### src/rtl/pipe_chain_pkg.sv
// Shared types and helpers for pipe_stage_chain.
//   stage_act_e : per-stage register action chosen by the top-level decode
//   CNT_W/CNT_MAX : width and saturation value of the statistics counters
//   sat_inc     : saturating increment used by the statistics counters
package pipe_chain_pkg;

  localparam int unsigned CNT_W = 32;
  localparam logic [CNT_W-1:0] CNT_MAX = {CNT_W{1'b1}};

  typedef enum logic [1:0] {
    ACT_ADVANCE = 2'd0,
    ACT_HOLD    = 2'd1,
    ACT_BUBBLE  = 2'd2,
    ACT_FLUSH   = 2'd3
  } stage_act_e;

  // Increment that sticks at CNT_MAX instead of wrapping.
  function automatic logic [CNT_W-1:0] sat_inc(input logic [CNT_W-1:0] v);
    return (v == CNT_MAX) ? v : v + CNT_W'(1);
  endfunction

endpackage

### src/rtl/pipe_chain_stage.sv
// One pipeline register (payload + valid) driven by a decoded action.
// Ports:
//   clk, rst              clock, asynchronous active-high reset
//   act                   action for this edge (advance/hold/bubble/flush)
//   prev_data, prev_valid contents of the upstream stage (or chain input)
//   data, valid           registered contents of this stage
module pipe_chain_stage
  import pipe_chain_pkg::*;
#(
  parameter int unsigned WIDTH = 32
) (
  input  logic             clk,
  input  logic             rst,
  input  stage_act_e       act,
  input  logic [WIDTH-1:0] prev_data,
  input  logic             prev_valid,
  output logic [WIDTH-1:0] data,
  output logic             valid
);

  logic [WIDTH-1:0] data_q, data_d;
  logic             valid_q, valid_d;

  // Next-state select; bubbles and flushes always carry zero payload.
  always_comb begin
    data_d  = data_q;
    valid_d = valid_q;
    case (act)
      ACT_ADVANCE: begin
        data_d  = prev_data;
        valid_d = prev_valid;
      end
      ACT_BUBBLE, ACT_FLUSH: begin
        data_d  = '0;
        valid_d = 1'b0;
      end
      default: begin
        data_d  = data_q;
        valid_d = valid_q;
      end
    endcase
  end

  always_ff @(posedge clk or posedge rst) begin
    if (rst) begin
      data_q  <= '0;
      valid_q <= 1'b0;
    end else begin
      data_q  <= data_d;
      valid_q <= valid_d;
    end
  end

  assign data  = data_q;
  assign valid = valid_q;

endmodule

### src/rtl/pipe_stage_chain.sv
// Parametrised chain of STAGES pipeline registers with per-stage stall/flush
// and valid tracking. A stall in stage k freezes stages 0..k and inserts a
// bubble into stage k+1; flush clears a stage even while it is held.
// Optional statistics counters are built when PIPE_CHAIN_STATS_EN is defined.
// Ports:
//   clk, rst               clock, asynchronous active-high reset
//   in_data, in_valid      beat entering stage 0
//   in_ready               stage 0 accepts this cycle
//   stall, flush           per-stage stall / flush requests
//   stage_data/stage_valid every stage's contents (stage i at [i*WIDTH +: WIDTH])
//   out_data/out_valid     last stage contents
//   stall_cnt, bubble_cnt  (PIPE_CHAIN_STATS_EN) saturating cycle counters
module pipe_stage_chain
  import pipe_chain_pkg::*;
#(
  parameter int unsigned WIDTH  = 32,
  parameter int unsigned STAGES = 4
) (
  input  logic                      clk,
  input  logic                      rst,
  input  logic [WIDTH-1:0]          in_data,
  input  logic                      in_valid,
  output logic                      in_ready,
  input  logic [STAGES-1:0]         stall,
  input  logic [STAGES-1:0]         flush,
  output logic [STAGES*WIDTH-1:0]   stage_data,
  output logic [STAGES-1:0]         stage_valid,
  output logic [WIDTH-1:0]          out_data,
  output logic                      out_valid
`ifdef PIPE_CHAIN_STATS_EN
  ,
  output logic [CNT_W-1:0]          stall_cnt,
  output logic [CNT_W-1:0]          bubble_cnt
`endif
);

  logic [STAGES-1:0] hold;

  // Back-pressure: a stall propagates to every upstream stage.
  always_comb begin
    hold = '0;
    hold[STAGES-1] = stall[STAGES-1];
    for (int i = int'(STAGES) - 2; i >= 0; i--) begin
      hold[i] = stall[i] | hold[i+1];
    end
  end

  assign in_ready = ~hold[0];

  for (genvar g = 0; g < STAGES; g++) begin : g_stage
    stage_act_e       act_c;
    logic             up_hold;
    logic [WIDTH-1:0] prev_data;
    logic             prev_valid;

    if (g == 0) begin : g_first
      assign up_hold    = 1'b0;
      assign prev_data  = in_data;
      assign prev_valid = in_valid;
    end else begin : g_rest
      assign up_hold    = hold[g-1];
      assign prev_data  = stage_data[(g-1)*WIDTH +: WIDTH];
      assign prev_valid = stage_valid[g-1];
    end

    // Priority: flush > hold > bubble (upstream frozen) > advance.
    always_comb begin
      act_c = ACT_ADVANCE;
      if (flush[g])      act_c = ACT_FLUSH;
      else if (hold[g])  act_c = ACT_HOLD;
      else if (up_hold)  act_c = ACT_BUBBLE;
    end

    pipe_chain_stage #(.WIDTH(WIDTH)) u_stage (
      .clk        (clk),
      .rst        (rst),
      .act        (act_c),
      .prev_data  (prev_data),
      .prev_valid (prev_valid),
      .data       (stage_data[g*WIDTH +: WIDTH]),
      .valid      (stage_valid[g])
    );
  end

  assign out_data  = stage_data[(STAGES-1)*WIDTH +: WIDTH];
  assign out_valid = stage_valid[STAGES-1];

`ifdef PIPE_CHAIN_STATS_EN
  logic [CNT_W-1:0] stall_cnt_q, stall_cnt_d;
  logic [CNT_W-1:0] bubble_cnt_q, bubble_cnt_d;

  // Count cycles with stage 0 blocked and cycles with an empty output.
  always_comb begin
    stall_cnt_d  = stall_cnt_q;
    bubble_cnt_d = bubble_cnt_q;
    if (!in_ready)  stall_cnt_d  = sat_inc(stall_cnt_q);
    if (!out_valid) bubble_cnt_d = sat_inc(bubble_cnt_q);
  end

  always_ff @(posedge clk or posedge rst) begin
    if (rst) begin
      stall_cnt_q  <= '0;
      bubble_cnt_q <= '0;
    end else begin
      stall_cnt_q  <= stall_cnt_d;
      bubble_cnt_q <= bubble_cnt_d;
    end
  end

  assign stall_cnt  = stall_cnt_q;
  assign bubble_cnt = bubble_cnt_q;
`endif

endmodule
### config.mk
export PLATFORM = sky130hd
export DESIGN_NAME = pipe_stage_chain
export DESIGN_NICKNAME = d
export VERILOG_FILES = /design/src/rtl/pipe_chain_pkg.sv /design/src/rtl/pipe_chain_stage.sv /design/src/rtl/pipe_stage_chain.sv
export SDC_FILE = /design/constraint.sdc
export NUM_CORES = 1
export LEC_CHECK = 0
export ABC_AREA = 1
export CORE_MARGIN = 2
export CORE_UTILIZATION = 49
export CTS_CLUSTER_DIAMETER = 30
export CTS_CLUSTER_SIZE = 20
export DETAILED_ROUTE_END_ITERATION = 7
export GPL_ROUTABILITY_DRIVEN = 0
export PLACE_DENSITY_LB_ADDON = 0.3
export REMOVE_ABC_BUFFERS = 1
export SLEW_MARGIN = 20
export SYNTH_ARGS = -nofsm -noshare
export SYNTH_HDL_FRONTEND = slang
export SYNTH_SLANG_ARGS = --single-unit
### constraint.sdc
create_clock -name clk -period 10.7 [get_ports clk]
set_input_delay 3.21 -clock clk [delete_from_list [all_inputs] [get_ports clk]]
set_output_delay 3.21 -clock clk [all_outputs]
set_load 0.005 [all_outputs]
* Word level (Yosys, flattened, before mapping)
Index checks and enable logic that the tools add are counted.
** Cells by class
- Equal/unequal tests :: 8
- Muxes and demuxes :: 19
- Bitwise logic cells :: 4
- Reductions and logical operators :: 12
** Operator list (number)
- one-hot mux 32 bit (2 select lines) :: 4
- two-way mux 2 bit :: 10
- == test 2 bit, second input constant :: 8
- logical NOT 2 bit :: 4
- one-hot mux 1 bit (2 select lines) :: 4
- nonzero test 2 bit :: 4
- OR reduction 2 bit :: 4
- OR 1 bit :: 3
- two-way mux 1 bit :: 1
- NOT 1 bit :: 1
** Word-level totals
- Bits in registers :: 132
- Input port bits :: 43
- Output and inout port bits :: 166
- Word-level logic and storage cells :: 51

* Logic depth before layout (Yosys ltp)
Gate-level depths: netlist of the first run.
- Depth in word-level cells :: 9
- Mapped depth :: 7
- Gate-level depth less buffers :: 5

* Cells and area by module
Synthesis of the first run repeated with hierarchy kept, for this count alone.
** Unflattened totals
- Cells, all modules :: 636
- Area total of the unflattened synthesis :: 6163.4 um^2
** By module, submodules not included
- pipe_chain_stage :: instances 4, cells each 145, area an instance 1452.6 um^2, seq. area each 825.8 um^2
- pipe_stage_chain :: instances 1, cells each 56, area an instance 352.8 um^2, seq. area each 0.0 um^2

* Worst setup path before layout of the first run
No wires, ideal clock.
- Kind :: in2out
- Start :: in stall[3]
- End :: out in_ready
- Data arrival time :: 3919 ps
- Data required time :: 7490 ps
- Setup slack :: 3571 ps
- Stages :: 5
- Path buffers :: 2
- Path through :: buf_2 > nor2_8 > nand3_4 > clkbuf_1 > inv_1
** Between the ends
- Longest elaborated chain between the ends :: 4
** RTL lines
- start, declared :: line pipe_stage_chain.sv:24 : input logic [STAGES-1:0] stall,
- OR 1 bit (3 in a row) :: line pipe_stage_chain.sv:44 : hold[i] = stall[i] | hold[i+1];
- NOT 1 bit :: line pipe_stage_chain.sv:48 : assign in_ready = ~hold[0];
- end, declared :: line pipe_stage_chain.sv:23 : output logic in_ready,
Every way passes these cells.

* Final worst setup path of the first run
Ends and elaborated chain as after synthesis.

==> results of run 1 <==
[worst max path at each step]
stage	startpoint	end	slack [ns]	depth (start not counted)
floorplan	stall[2]	in_ready	3.52	3
global placement	stall[3]	in_ready	2.04	6
detailed placement	stall[3]	in_ready	2.02	6
CTS	stall[3]	in_ready	1.99	6
global route	stall[3]	in_ready	1.86	6
finish	stall[3]	in_ready	1.98	6
[cells in the final DEF (no fill, tap or decap)]
| cell type | Yosys | layout |
|---|---|---|
| clkdlybuf4s50_1 | 0 | 208 |
| nand2_1 | 192 | 192 |
| nand3_1 | 138 | 138 |
| dfrtp_1 | 132 | 132 |
| inv_1 | 72 | 70 |
| nor2_1 | 33 | 33 |
| o22ai_2 | 30 | 30 |
| clkbuf_16 | 0 | 17 |
| bufinv_16 | 0 | 4 |
| clkinvlp_4 | 0 | 4 |
| buf_4 | 41 | 4 |
| clkinv_1 | 3 | 3 |
| o22ai_1 | 3 | 3 |
| clkinv_2 | 0 | 3 |
| nand2_2 | 2 | 2 |
| clkinv_4 | 0 | 2 |
| nor2_8 | 1 | 1 |
| nand2_4 | 1 | 1 |
| o21ai_4 | 0 | 1 |
| nand3_4 | 1 | 1 |
| nor2_2 | 1 | 1 |
| nor2_4 | 1 | 1 |
| inv_6 | 0 | 1 |
| inv_2 | 0 | 1 |
| clkbuf_1 | 20 | 1 |
| clkbuf_8 | 0 | 1 |
[layout make-up]
| type | count | area [um^2] |
|---|---|---|
| fillers | 945 | 3550 |
| flip-flops and latches | 132 | 3303 |
| repair buffers | 212 | 2112 |
| multi-input cells | 404 | 2024 |
| clock buffers | 19 | 442.9 |
| inverters | 75 | 286.5 |
| well taps | 168 | 210.2 |
| clock inverters | 13 | 182.7 |
[synthesized netlist by cell type (3+ instances only)]
cell and count:
clkinv_1 3, dfrtp_1 132, nor2_1 33, clkbuf_1 20, buf_1 5, buf_4 41
nand2_1 192, buf_6 7, o22ai_1 3, nand3_1 138, buf_2 8, inv_1 72
o22ai_2 30
[per-layer routing]
metal	wire, um	up-vias
li1	-	2460
met1	6884	2561
met2	8158	223
met3	952	35
met4	486	0
met5	0	-
[flip-flops by register name, summed over array words and instances, names as in the netlist]
signal and cells:
g_stage.u_stage.data 128, g_stage.u_stage.valid 4
[power breakdown]
group	leakage (nW)	switching (mW)	internal, mW
registers	1.81	0.0129	0.512
clock network	0.295	0.219	0.395
logic	1.94	0.0596	0.0481
total	4.05	0.292	0.955
[stage by stage]
| stage | instances | setup WS [ns] | total power, mW |
|---|---|---|---|
| floorplan | 611 | 3.524 | 0.5757 |
| global placement | 991 | 2.041 | 0.6383 |
| detailed placement | 991 | 2.017 | 0.6418 |
| CTS | 1023 | 1.987 | 1.250 |
| global route | 1023 | 1.856 | 1.289 |
| finish | 1023 | 1.977 | 1.247 |
[worst max-delay path, delay by kind of cell]
| kind | cells | cell delay (ns) |
|---|---|---|
| simple gates | 2 | 0.92 |
| buf+inv | 4 | 1.35 |
[logic make-up after synthesis]
group,Yosys count,synth area share (%)
compound gates,34,6.523
buf+inv,156,13.11
flops,132,53.99
simple gates,370,26.38
==> summary.md, run 1 <==
| Metric | Value |
|---|---|
| Worst EP arrival | 5.51 ns |
| Flop2flop setup slack | about 10 ns |
| Num ports | ~210 |
| Synth top area cells | dfrtp_1, nand2_1, nand3_1 |
| GRT met2 Usage | about two fifths |
| Hold Path Sink | g_stage[1].u_stage.data[8] |
| Met1 track demand over resource | 34.30% |
| Die span in y | between 100 and 150 um |
| Total negative setup slack | 0 ns |
| Vias in the first global route | ~5.0k |
| Post-layout util | between 70% and 80% |
| Post-detail-place hpwl | roughly 11000 um |
| Antenna Cells | 0 |
| Status | complete, no violations |
| Synth Instances | approximately 690 |
| Cell taking the most area after synthesis | dfrtp_1 |
| Critical path's slowest cell | clkdlybuf4s50_1 |
| Die area | about 0.013 mm^2 |
| CP startpoint kind | input pin |
| Site Rows | 40 |
| DRC errors left | 0 |
| Vias/cell | 5.160 |
| CTS Root Cell | clkbuf_16 |
| CTS H-tree depth | 4 |
| Starting DRT DRC Count | roughly 550 |
| Final ANT Viol Nets | 0 |
| Cts hold-fix bufs | 0 |
| Top cell type's share of synthesized area | between 50% and 60% |
| Final nets | about 890 |
| Routed WL | around 16000 um |
| CTS sink count | ~130 |
| First-pass GRT wire length | between 20000 and 30000 um |
| YS warnings | 0 |
| FF-to-FF Start | g_stage[1].u_stage.data[23] |
| First-pass DRT Iterations | 7 |
| Crit Path Class | in2out |
| M3 GR Usage | 5.126% |
| Hold WC Path Type | reg2reg |
| Slew HR | a little under a third |
| Seq/Total Area, Yosys | between 50% and 60% |
| Initial Util | between 50 and 60% |
| F_max | around 0.11 GHz |
| Clk_skew | approximately 0.008 ns |
| Mapped Area | roughly 0.0061 mm^2 |
| Final setup fails | 0 |
| Hold_sp | g_stage[0].u_stage.data[8] |
| Final hold violations | 0 |
| Max-slew violations | 0 |
| Power per cell area | 145.7 mW/mm^2 |
| EDFF count, synth | 0 |
| PortBufs | roughly 210 |
| Asr flop ratio synth | between 90% and 100% |
| Die X-Extent | 115.7 um |
| TritonCTS clock tree | yes |
| RSZ-0062 raised after global routing | no |
| Crit path cell chain | clkdlybuf4s50_1 > buf_4 > nor2_8 > nand3_4 > inv_1 > clkdlybuf4s50_1 |
| Clock Tree Buf Depth | 2 |
| Finished Cell Area | 0.008562 mm^2 |
| Vias | between 5k and 6k |
| CP most frequent cell | clkdlybuf4s50_1 |
| Hold Slack | ~0.50 ns |
| Area Growth Syn to Fin | 39.94% |
| Routed WL per cell | ~16 um |
| CP required | between 7 and 8 ns |
| Tightest Pin Transition | roughly 1.0 ns |
| Largest net degree at the start of global routing | 69 |
| Tmin final | 8.723 ns |
| GRT overflow | 0 |
| Final Cycle Share | between 80 and 90% |
| Placement Cell Area | between 0.007 and 0.008 mm^2 |
| Gr busiest metal | met2 |
| Worst-Skew Late Latency | roughly 0.42 ns |
| Peak VDD IR | 0.00009196 V |
| WHS Path Cells | 2 |
| CTS clk-pin slew, worst paths | 0.06 ns |
| Core area | roughly 0.012 mm^2 |
| Synth Area per Inst | between 8 and 9 um^2 |
| Share of post-route cells with drive strength above 1 | 8.772% |
| RR Endpoint | g_stage[2].u_stage.data[23] |
| Total of max-cap violations | 0 |
| CP endpoint kind | primary output |
| Most used DFF post-synth | dfrtp_1 |
| Max stage delay on crit path | 0.51 ns |
| Post-CTS Resized | 0 |
| CTS Buf Count | 17 |
| FF+latch count, synth | 132 |
| Distinct cells, synth | 20 |
| Leak pwr | 4.046 nW |
| Initial antenna violation count | 0 |
| Post-CTS Setup Bufs | 0 |
| Critical path fanouts, max | 35 |
| FF-to-FF path depth | 2 |
| All-Layer GR Usage | around 25% |
Power figures use the tool's default switching activity.
==> inputs of run 2 (changes only) <==
--- a/config.mk
+++ b/config.mk
@@ -7,7 +7,7 @@
 export LEC_CHECK = 0
 export ABC_AREA = 1
 export CORE_MARGIN = 2
-export CORE_UTILIZATION = 49
+export CORE_UTILIZATION = 41
 export CTS_CLUSTER_DIAMETER = 30
 export CTS_CLUSTER_SIZE = 20
 export DETAILED_ROUTE_END_ITERATION = 7
==> constraint.sdc (replaced) <==
create_clock -name clk -period 7 [get_ports clk]
set_input_delay 2.1 -clock clk [delete_from_list [all_inputs] [get_ports clk]]
set_output_delay 2.1 -clock clk [all_outputs]
set_load 0.005 [all_outputs]
==> run 2 against run 1 <==
Wire length decreased by 0.68%. Sequential power increased by 53%. Non-clock buffer count is 3 higher. Core utilization shrank 13 points. Critical path depth down 1. Clock skew down 0.0049 ns. Clock power is 19% higher. Global-route usage shrank 4.2 points. Combinational power rose by 54%. Cell count up 1.4%. Final area is 1.4% lower. Power increased by 36%. Critical endpoint unchanged. Largest cell class unchanged. Largest power group is now registers. Highest routed layer unchanged.
==> summary.md, run 2 (same netlist as run 1, synthesis figures left out) <==
| Metric | Value |
|---|---|
| DRC errors left | 0 (unchanged) |
| Crit path cell chain | clkdlybuf4s50_1 > nor2_8 > nand3_4 > inv_1 > clkdlybuf4s50_1 |
| Post-CTS Setup Bufs | 0 (unchanged) |
| Leak pwr | 3.990 nW (-1.4%) |
| Comb pwr share | 9.8% (+1.2 points) |
| CP required | 4.90 ns (-2.59 ns) |
| Post-CTS Resized | 0 (unchanged) |
| Antenna Cells | 0 (unchanged) |
| Sw frac | 23.41% (about the same) |
| Switch Pwr | 0.3973 mW (+36%) |
| Die X-Extent | 126.2 um (+9.0%) |
| Clock Tree Buf Depth | 2 (unchanged) |
| Num ports | 209 (unchanged) |
| Commonest non-fill, non-tap cells in the layout | clkdlybuf4s50_1, nand2_1, nand3_1, dfrtp_1, inv_1 |
| Tmin final | 5.675 ns |
| Crit Path Class | in2out |
| TritonCTS clock tree | yes |
| Final Cycle Share | about four fifths |
| PortBufs | 208 (unchanged) |
| Vias in the first global route | 4729 (-5.8%) |
| CP most frequent cell | clkdlybuf4s50_1 |
| Power Internal | 1.300 mW (+36%) |
| Routed WL | 16370 um (-0.68%) |
| All-Layer GR Usage | 21.07% (-4.2 points) |
| First-pass GRT wire length | 26540 um (+0.87%) |
| CP endpoint kind | primary output |
| Peak VDD IR | 0.0001811 V (+97%) |
| Core area | 0.01453 mm^2 (+20%) |
| Tightest Pin Transition | 1.027 ns (+0.006889 ns) |
| CTS H-tree depth | 4 (unchanged) |
| Status | complete, no violations |
| RSZ-0062 raised after global routing | no |
| Area Growth Syn to Fin | 38.00% |
| Critical path's slowest cell | clkdlybuf4s50_1 |
| CTS sink count | 132 (unchanged) |
| Final setup fails | 0 (unchanged) |
| Vias | 5066 (-4.0%) |
| Largest net degree at the start of global routing | 79 (+14%) |
| F_max | ~0.18 GHz |
| Share of post-route cells with drive strength above 1 | 7.620% (-1.2 points) |
| Final nets | 888 (+0.34%) |
| Clk_skew | 0.003037 ns (-0.004879 ns) |
| Register share of total power | 47.3% (+5.2 points) |
| Max-slew violations | 0 (unchanged) |
| Max stage delay on crit path | 0.60 ns (+0.09 ns) |
| Final hold violations | 0 (unchanged) |
| CTS clk-pin slew, worst paths | 0.05 ns (about the same) |
| CTS Root Cell | clkbuf_16 |
| Hold Slack | 0.4950 ns (-0.009426 ns) |
| Max FFs per register | 128 (unchanged) |
| Total negative setup slack | 0 ns (unchanged) |
| Worst-Skew Late Latency | 0.40 ns (-0.02 ns) |
| CP startpoint kind | input pin |
| Initial antenna violation count | 0 (unchanged) |
| CTS Buf Count | 17 (unchanged) |
| Clk pwr share | 42.9% (-6.3 points) |
| Hold WC Path Type | reg2reg |
| Worst EP arrival | 3.57 ns (-1.94 ns) |
| Commonest non-fill, non-tap cell in the layout | clkdlybuf4s50_1 |
| Initial Util | 42.10% (-8.4 points) |
| Routed WL per cell | 15.78 um (-2.0%) |
| Die area | 0.01592 mm^2 (+19%) |
| GRT overflow | 0 (unchanged) |
| Total of max-cap violations | 0 (unchanged) |
| Final ANT Viol Nets | 0 (unchanged) |
| Number of fill cells | 1327 (+40%) |
| Slew HR | 31.46% (-0.14 points) |
| Die span in y | 126.2 um (+9.0%) |
| Critical path fanouts, max | 2 (-94%) |
| First-pass DRT Iterations | 4 (-3) |
| Site Rows | 44 (+10%) |
| Cts hold-fix bufs | 0 (unchanged) |
| Starting DRT DRC Count | 397 (-28%) |
| Vias/cell | 4.885 (-5.3%) |
| Power per cell area | 201.0 mW/mm^2 (+38%) |
| Post-detail-place hpwl | 10840 um (-0.34%) |
## run 2: cell types whose count changed in the layout (fill, tap and decap cells not counted)
| cell | delta |
|---|---|
| clkbuf_1 | +8 |
| bufinv_16 | -4 |
| clkinvlp_4 | -4 |
| buf_4 | +3 |
| clkinv_2 | -2 |
| clkinv_4 | -2 |
| clkbuf_8 | -1 |
## run 2: stage by stage
stage          utilization, %  cells  setup slack [ns]  cell area, um^2  total power, mW
2_1_floorplan               -    611             1.374             5598           0.8801
3_3_place_gp            54.90   1010             1.282             7979           0.9829
3_5_place_dp            54.90   1010             1.281             7979           0.9836
4_1_cts                 58.09   1037             1.279             8443            1.718
5_1_grt                 58.09   1037             1.279             8443            1.762
6_report                58.09   1037             1.325             8443            1.697
## run 2: layout make-up
class / instances / area, um^2 / share of cell area (%)
clock inverters: 1 / 5.005 / 0.05928
well taps: 184 / 230.2 / 2.727
inverters: 75 / 286.5 / 3.394
repair buffers: 215 / 2135 / 25.28
flip-flops and latches: 132 / 3303 / 39.12
clock buffers: 26 / 459.2 / 5.439
multi-input cells: 404 / 2024 / 23.98
## run 2: layer usage
metal / vias up / global-route usage, % / wire length (um)
met5: - / 0 / 0
met4: 0 / 6.981 / 243
met3: 14 / 4.163 / 675
met2: 153 / 32.42 / 7847
met1: 2435 / 30.03 / 7603
li1: 2464 / - / -
## run 2: worst paths after layout
check / startpoint / to / slack, ns / cells past startpoint
worst max-delay path: stall[2] / in_ready / 1.33 / 5
worst max register to register: g_stage[1].u_stage.data[13] / g_stage[2].u_stage.data[13] / 6.20 / 2
max in group asynchronous: rst / g_stage[1].u_stage.data[1] / 3.60 / 3
min in group asynchronous: rst / g_stage[0].u_stage.data[23] / 2.21 / 2
worst min-delay path: g_stage[0].u_stage.data[8] / g_stage[1].u_stage.data[8] / 0.50 / 2
worst min register to register: g_stage[0].u_stage.data[8] / g_stage[1].u_stage.data[8] / 0.50 / 2
## run 2: power by group through the flow
stage	Sequential [mW]	Combinational, mW	Clock [mW]
after detailed placement	0.815	0.169	0
after global placement	0.815	0.168	0
after floorplan	0.813	0.0675	0
final	0.802	0.166	0.728
after CTS	0.802	0.170	0.746
after global routing	0.805	0.184	0.774
## run 2: worst max-delay path: cells and delay by family
kind                   cells  cell delay [ns]
and+or+nand+nor            2             0.31
buffers and inverters      3             1.16
